`src/rtl/tone_sequencer.sv`:
```
// Queued tone(freq, duration) player: pops {period, dur} commands and drives the tone timer compare value.
// Optional inter-note silence is enabled with `define TONE_SEQ_GAP_EN (GAP state and GAP_MS parameter).
module tone_sequencer #(
    parameter int unsigned TICK_DIV   = 50000,
    parameter int unsigned FIFO_DEPTH = 4,
    parameter int unsigned DUR_W      = 16
`ifdef TONE_SEQ_GAP_EN
    ,
    parameter int unsigned GAP_MS     = 10
`endif
) (
    input  logic             clk_i,
    input  logic             rst_i,
    input  logic             wr_en_i,
    input  logic [31:0]      period_i,
    input  logic [DUR_W-1:0] dur_i,
    input  logic             stop_i,
    output logic [31:0]      tone_cp_o,
    output logic             busy_o,
    output logic             full_o,
    output logic             empty_o,
    output logic             done_o,
    output logic             ovf_o
);

    localparam int unsigned PER_W   = 32;
    localparam int unsigned PRESC_W = (TICK_DIV > 1) ? $clog2(TICK_DIV) : 1;
    localparam int unsigned PTR_W   = (FIFO_DEPTH > 1) ? $clog2(FIFO_DEPTH) : 1;
    localparam int unsigned CNT_W   = $clog2(FIFO_DEPTH + 1);

    typedef struct packed {
        logic [PER_W-1:0] period;
        logic [DUR_W-1:0] dur;
    } cmd_t;

    typedef enum logic [1:0] {
        ST_IDLE = 2'd0,
        ST_PLAY = 2'd1
`ifdef TONE_SEQ_GAP_EN
        ,
        ST_GAP  = 2'd2
`endif
    } state_e;

    state_e             state_q, state_d;
    cmd_t               mem_q [FIFO_DEPTH];
    logic [PTR_W-1:0]   wr_ptr_q, rd_ptr_q;
    logic [CNT_W-1:0]   count_q, count_d;
    logic [PRESC_W-1:0] presc_q, presc_d;
    logic [DUR_W-1:0]   rem_q, rem_d;
    logic [PER_W-1:0]   tone_cp_q, tone_cp_d;
    logic               busy_q, busy_d;
    logic               full_q, empty_q;
    logic               done_q, done_d;
    logic               ovf_q, ovf_d;

    logic               fifo_full;
    logic               pop;
    logic               push;
    logic               wrap;
    cmd_t               head;
    cmd_t               wr_cmd;

    assign fifo_full = (count_q == CNT_W'(FIFO_DEPTH));
    assign pop       = (state_q == ST_IDLE) && (count_q != '0) && !stop_i;
    assign push      = wr_en_i && !stop_i && (!fifo_full || pop);
    assign ovf_d     = wr_en_i && !stop_i && fifo_full && !pop;
    assign wrap      = (presc_q == PRESC_W'(TICK_DIV - 1));
    assign head      = mem_q[rd_ptr_q];
    assign wr_cmd    = '{period: period_i, dur: dur_i};

    // Occupancy bookkeeping; stop flushes everything including a same-cycle write.
    always_comb begin
        count_d = count_q;
        if (push && !pop) begin
            count_d = count_q + CNT_W'(1);
        end else if (pop && !push) begin
            count_d = count_q - CNT_W'(1);
        end
        if (stop_i) begin
            count_d = '0;
        end
    end

    always_ff @(posedge clk_i or negedge rst_i) begin
        if (!rst_i) begin
            for (int i = 0; i < int'(FIFO_DEPTH); i++) begin
                mem_q[i] <= '0;
            end
            wr_ptr_q <= '0;
            rd_ptr_q <= '0;
            count_q  <= '0;
            full_q   <= 1'b0;
            empty_q  <= 1'b1;
            ovf_q    <= 1'b0;
        end else begin
            if (stop_i) begin
                wr_ptr_q <= '0;
                rd_ptr_q <= '0;
            end else begin
                if (push) begin
                    mem_q[wr_ptr_q] <= wr_cmd;
                    wr_ptr_q        <= wr_ptr_q + PTR_W'(1);
                end
                if (pop) begin
                    rd_ptr_q <= rd_ptr_q + PTR_W'(1);
                end
            end
            count_q <= count_d;
            full_q  <= (count_d == CNT_W'(FIFO_DEPTH));
            empty_q <= (count_d == '0);
            ovf_q   <= ovf_d;
        end
    end

    always_ff @(posedge clk_i or negedge rst_i) begin
        if (!rst_i) begin
            state_q <= ST_IDLE;
        end else begin
            state_q <= state_d;
        end
    end

    always_comb begin
        state_d = state_q;
        case (state_q)
            ST_IDLE: begin
                if (count_q != '0) begin
                    state_d = ST_PLAY;
                end
            end
            ST_PLAY: begin
                if (wrap && rem_q == DUR_W'(1)) begin
`ifdef TONE_SEQ_GAP_EN
                    state_d = (GAP_MS != 0) ? ST_GAP : ST_IDLE;
`else
                    state_d = ST_IDLE;
`endif
                end
            end
`ifdef TONE_SEQ_GAP_EN
            ST_GAP: begin
                if (wrap && rem_q == DUR_W'(1)) begin
                    state_d = ST_IDLE;
                end
            end
`endif
            default: state_d = ST_IDLE;
        endcase
        if (stop_i) begin
            state_d = ST_IDLE;
        end
    end

    // Prescaler/duration datapath and registered outputs; rem_q == 0 in PLAY means untimed.
    always_comb begin
        presc_d   = presc_q;
        rem_d     = rem_q;
        tone_cp_d = tone_cp_q;
        busy_d    = busy_q;
        done_d    = 1'b0;
        case (state_q)
            ST_IDLE: begin
                if (pop) begin
                    tone_cp_d = head.period;
                    rem_d     = head.dur;
                    presc_d   = '0;
                    busy_d    = 1'b1;
                end
            end
            ST_PLAY: begin
                presc_d = wrap ? '0 : presc_q + PRESC_W'(1);
                if (wrap && rem_q != '0) begin
                    if (rem_q == DUR_W'(1)) begin
                        done_d    = 1'b1;
                        tone_cp_d = '0;
`ifdef TONE_SEQ_GAP_EN
                        if (GAP_MS != 0) begin
                            rem_d = DUR_W'(GAP_MS);
                        end else begin
                            rem_d  = '0;
                            busy_d = 1'b0;
                        end
`else
                        rem_d  = '0;
                        busy_d = 1'b0;
`endif
                    end else begin
                        rem_d = rem_q - DUR_W'(1);
                    end
                end
            end
`ifdef TONE_SEQ_GAP_EN
            ST_GAP: begin
                presc_d = wrap ? '0 : presc_q + PRESC_W'(1);
                if (wrap) begin
                    if (rem_q == DUR_W'(1)) begin
                        rem_d  = '0;
                        busy_d = 1'b0;
                    end else begin
                        rem_d = rem_q - DUR_W'(1);
                    end
                end
            end
`endif
            default: begin
                presc_d = '0;
            end
        endcase
        if (stop_i) begin
            presc_d   = '0;
            rem_d     = '0;
            tone_cp_d = '0;
            busy_d    = 1'b0;
            done_d    = 1'b0;
        end
    end

    always_ff @(posedge clk_i or negedge rst_i) begin
        if (!rst_i) begin
            presc_q   <= '0;
            rem_q     <= '0;
            tone_cp_q <= '0;
            busy_q    <= 1'b0;
            done_q    <= 1'b0;
        end else begin
            presc_q   <= presc_d;
            rem_q     <= rem_d;
            tone_cp_q <= tone_cp_d;
            busy_q    <= busy_d;
            done_q    <= done_d;
        end
    end

    assign tone_cp_o = tone_cp_q;
    assign busy_o    = busy_q;
    assign full_o    = full_q;
    assign empty_o   = empty_q;
    assign done_o    = done_q;
    assign ovf_o     = ovf_q;

endmodule

```
`config.mk`:
```
export PLATFORM = sky130hd
export DESIGN_NAME = tone_sequencer
export DESIGN_NICKNAME = d
export VERILOG_FILES = /design/src/rtl/tone_sequencer.sv
export SDC_FILE = /design/constraint.sdc
export NUM_CORES = 1
export LEC_CHECK = 0
export ABC_AREA = 1
export ABC_CLOCK_PERIOD_IN_PS = 4600
export BUFFER_PORTS_ARGS = -buffer_cell sky130_fd_sc_hd__buf_2
export CAP_MARGIN = 20
export CORE_UTILIZATION = 51
export DETAILED_ROUTE_END_ITERATION = 16
export PLACE_DENSITY_LB_ADDON = 0.12
export SLEW_MARGIN = 20
export SYNTH_ARGS = -nofsm -noshare
export SYNTH_HDL_FRONTEND = slang
export SYNTH_SLANG_ARGS = --single-unit
export TNS_END_PERCENT = 10
```
`constraint.sdc`:
```
create_clock -name clk_i -period 4.6 [get_ports clk_i]
set_input_delay 0.46 -clock clk_i [delete_from_list [all_inputs] [get_ports clk_i]]
set_output_delay 0.46 -clock clk_i [all_outputs]
set_load 0.01 [all_outputs]
```
==> out/metrics.csv <==
metric,value,unit
run_status,finished clean,
post_synth_and_or_nand_nor_area_fraction,0.240,
synth-adder-area-share,0.0106,
finalWorstPathRequiredPeriod,2.98,ns
final.period_utilization,0.648,
min-delay-path-class,input pin to flip-flop,
asyncSetResetFlopFracSynth,1.00,
cellLeakagePower,7.34,nW
worst_path_max_delay_cell,clkinv_1,
layout.cells.most_common,nand2_1,
gp_congestion,0.848,
finalHoldViolations,0,
muxShareOfSynthArea,0,
final_layout_size_suffix_gt1_frac,0.102,
layout.cells.most_common_list,"nand2_1 (557), o21ai_0 (315), dfrtp_1 (266), inv_1 (110), nor2_1 (95)",
synth.avg_cell_area,7.83,um^2
timing.setup.critical_path_class,flip-flop to flip-flop,
slowest_delay,0.89,ns
cts.root.buffer_cell,clkbuf_16,
final_net_count,1754,
synth_enable_flop_cells,0,
crit_path_cell_trace,clkinv_1 > buf_4 > a21oi_1 > o21ai_0 > nand2_1 > nand2_1 > nand2_1 > nand2_1 > nand2_1,
totalNegativeSetupSlack,0,ns
total_power,8.13,mW
worst_reg2reg_setup_slack,1.62,ns
clock-sinks,269,
synth-main-ff-cell,dfrtp_1,
pwr_density_cell,560,nW/um^2
synth_area,12900,um^2
initial_utilization,0.526,
antenna_found_initial,2,
synth_cells,1654,
yosys.area_share.xor_xnor,0.00541,
fp.dieArea,26000,um^2
mean_routed_wirelength_per_cell,16.3,um
vdd_ir_drop_max,0.300,mV
setup-violations-final,0,
rsz0062_at_grt,false,
htree_num_levels,1,
io_buffer_count,88,
drt.antenna.violating_nets,0,
worst-slew-pin-transition,1.08,ns
share_of_the_synthesized_area_in_compound_gates_ao_oa_aoi_oai,0.153,
cts.clk_slew.worst_paths,0.06,ns
wire_length_of_the_first_global_routing_pass,55.7,mm
diodes,0,
worstSetupEndpointType,flip-flop,
gr-usage-all-layers,0.265,
timing.critical_path.mode_cell,nand2_1,
synth.yosys.seq_area_share,0.520,
maxSlewHeadroom,0.281,
synth_cell_type_count,34,
boundary_pins,89,
synth_top_family_by_area,simple AND/OR/NAND/NOR gates,
drtPass1Iterations,6,
via_per_inst,5.44,
grt.overflow.total,0,
critical_path.startpoint_type,flip-flop,
max-clock-path-buffers,3,
cts_resized,0,
postSynthRegisterBits,269,
core-area,24600,um^2
maxCapViolations,0,
residual_drc_count,0,
die_h,161,um
routed_wl,33.2,mm
worst_skew_pair.late_latency,0.55,ns
worst_ep_required_time,5.09,ns
core.rowCount,57,
crit_fanout,35,
arrival,3.47,ns
timing.fmax,336,MHz
number_of_global_route_vias_before_repair,10647,
flow.area_growth_from_synthesis,12.2,%
timing.clock.skew,0.0106,ns
die-width,161,um
mappedNetlistNets,1717,
cts_made_buffers,29,
holdWs,0.152,ns
cts_tree,yes,
dp_wirelength,19.4,mm
yosysWarnings,0,
drt_iter0_markers,1010,
grt_start_max_net_pins,112,
maxSlewViolCount,0,
routed-via-count,11080,
==> routing by layer <==
layer	vias to the layer above	track usage	part of all wire
met4	4	0.0523	0.014
li1	5420	-	-
met3	46	0.0306	0.053
met2	294	0.430	0.46
met1	5316	0.385	0.48
met5	-	0	0.00066
==> where the power goes <==
part	switching [mW]	leakage (nW)	internal, mW
combinational	1.43	3.38	0.707
clock	0.986	0.508	1.48
sequential	0.392	3.45	3.13
==> final timing paths <==
| kind | startpoint | endpoint | depth (start not counted) |
|---|---|---|---|
| setup / recovery | rd_ptr_q[0]$_DFFE_PN0P_ | rem_q[13]$_DFFE_PN0P_ | 9 |
| hold / removal | dur_i[3] | mem_q[99]$_DFFE_PN0P_ | 3 |
| setup reg to reg | rd_ptr_q[0]$_DFFE_PN0P_ | rem_q[13]$_DFFE_PN0P_ | 9 |
| hold reg to reg | mem_q[89]$_DFFE_PN0P_ | mem_q[89]$_DFFE_PN0P_ | 2 |
| max in group asynchronous | rst_i | mem_q[101]$_DFFE_PN0P_ | 3 |
| min in group asynchronous | rst_i | tone_cp_o[8]$_DFFE_PN0P_ | 2 |
==> through the flow <==
stage	std cells	instance area, um^2	util	setup slack, ns
after floorplan	1654	12900	-	2.89
after global routing	2038	14500	0.590	1.46
final	2038	14500	0.590	1.62
after global placement	1983	13500	0.549	1.66
after detailed placement	1983	13500	0.549	1.57
after CTS	2038	14500	0.590	1.65
==> final cells by class <==
class | instances | area, um^2
multi-input cells | 1166 | 5300
clock buffers | 39 | 823
repair buffers | 109 | 636
inverters | 116 | 435
well taps | 324 | 405
fillers | 2251 | 10100
clock inverters | 15 | 185
flip-flops and latches | 269 | 6740
==> worst max-delay path, delay by kind of cell, from the launching register on <==
kind	cells	cell delay, ns
buf+inv	2	1.45
simple gates	5	0.43
flops	1	0.65
compound gates	2	0.36
==> state kept, by name, summed over array words and instances (netlist names) <==
register / flops
busy_o: 1
count_q: 3
done_o: 1
empty_o: 1
full_o: 1
mem_q: 192
ovf_o: 1
presc_q: 16
rd_ptr_q: 2
rem_q: 16
state_q: 1
tone_cp_o: 32
wr_ptr_q: 2
==> synthesized netlist by cell type, types with 2 or more instances <==
cell type,instances,area share
o21ai_1,4,0.0015
o21ai_0,315,0.12
nor2_4,5,0.0043
nand2_1,557,0.16
buf_6,2,0.0017
a21oi_1,49,0.019
nor3_1,5,0.0019
buf_2,35,0.014
buf_1,5,0.0015
xor2_1,6,0.0041
nor2_1,95,0.028
inv_2,2,0.00058
nand4_1,36,0.017
dfrtp_1,268,0.52
nand2_2,3,0.0015
inv_1,111,0.032
nand3b_1,2,0.0012
buf_4,7,0.0041
o211ai_1,14,0.0081
ha_1,11,0.011
clkbuf_1,51,0.015
nand3_1,51,0.020
clkbuf_2,3,0.0012
clkinv_1,3,0.00087
o21bai_1,4,0.0023
xnor2_1,2,0.0014
==> what timing repair did <==
action	CTS	global route
hold buffers	1	0
endpoints found under the hold margin	22	0
buffers inserted	0	0
==> kinds of logic after synthesis <==
logic type / count (synthesis)
fa+ha+maj: 11
xor+xnor: 8
buf+inv: 219
compound gates: 387
simple gates: 760
flops: 269
No activity file was read; power rests on OpenSTA's default activity.
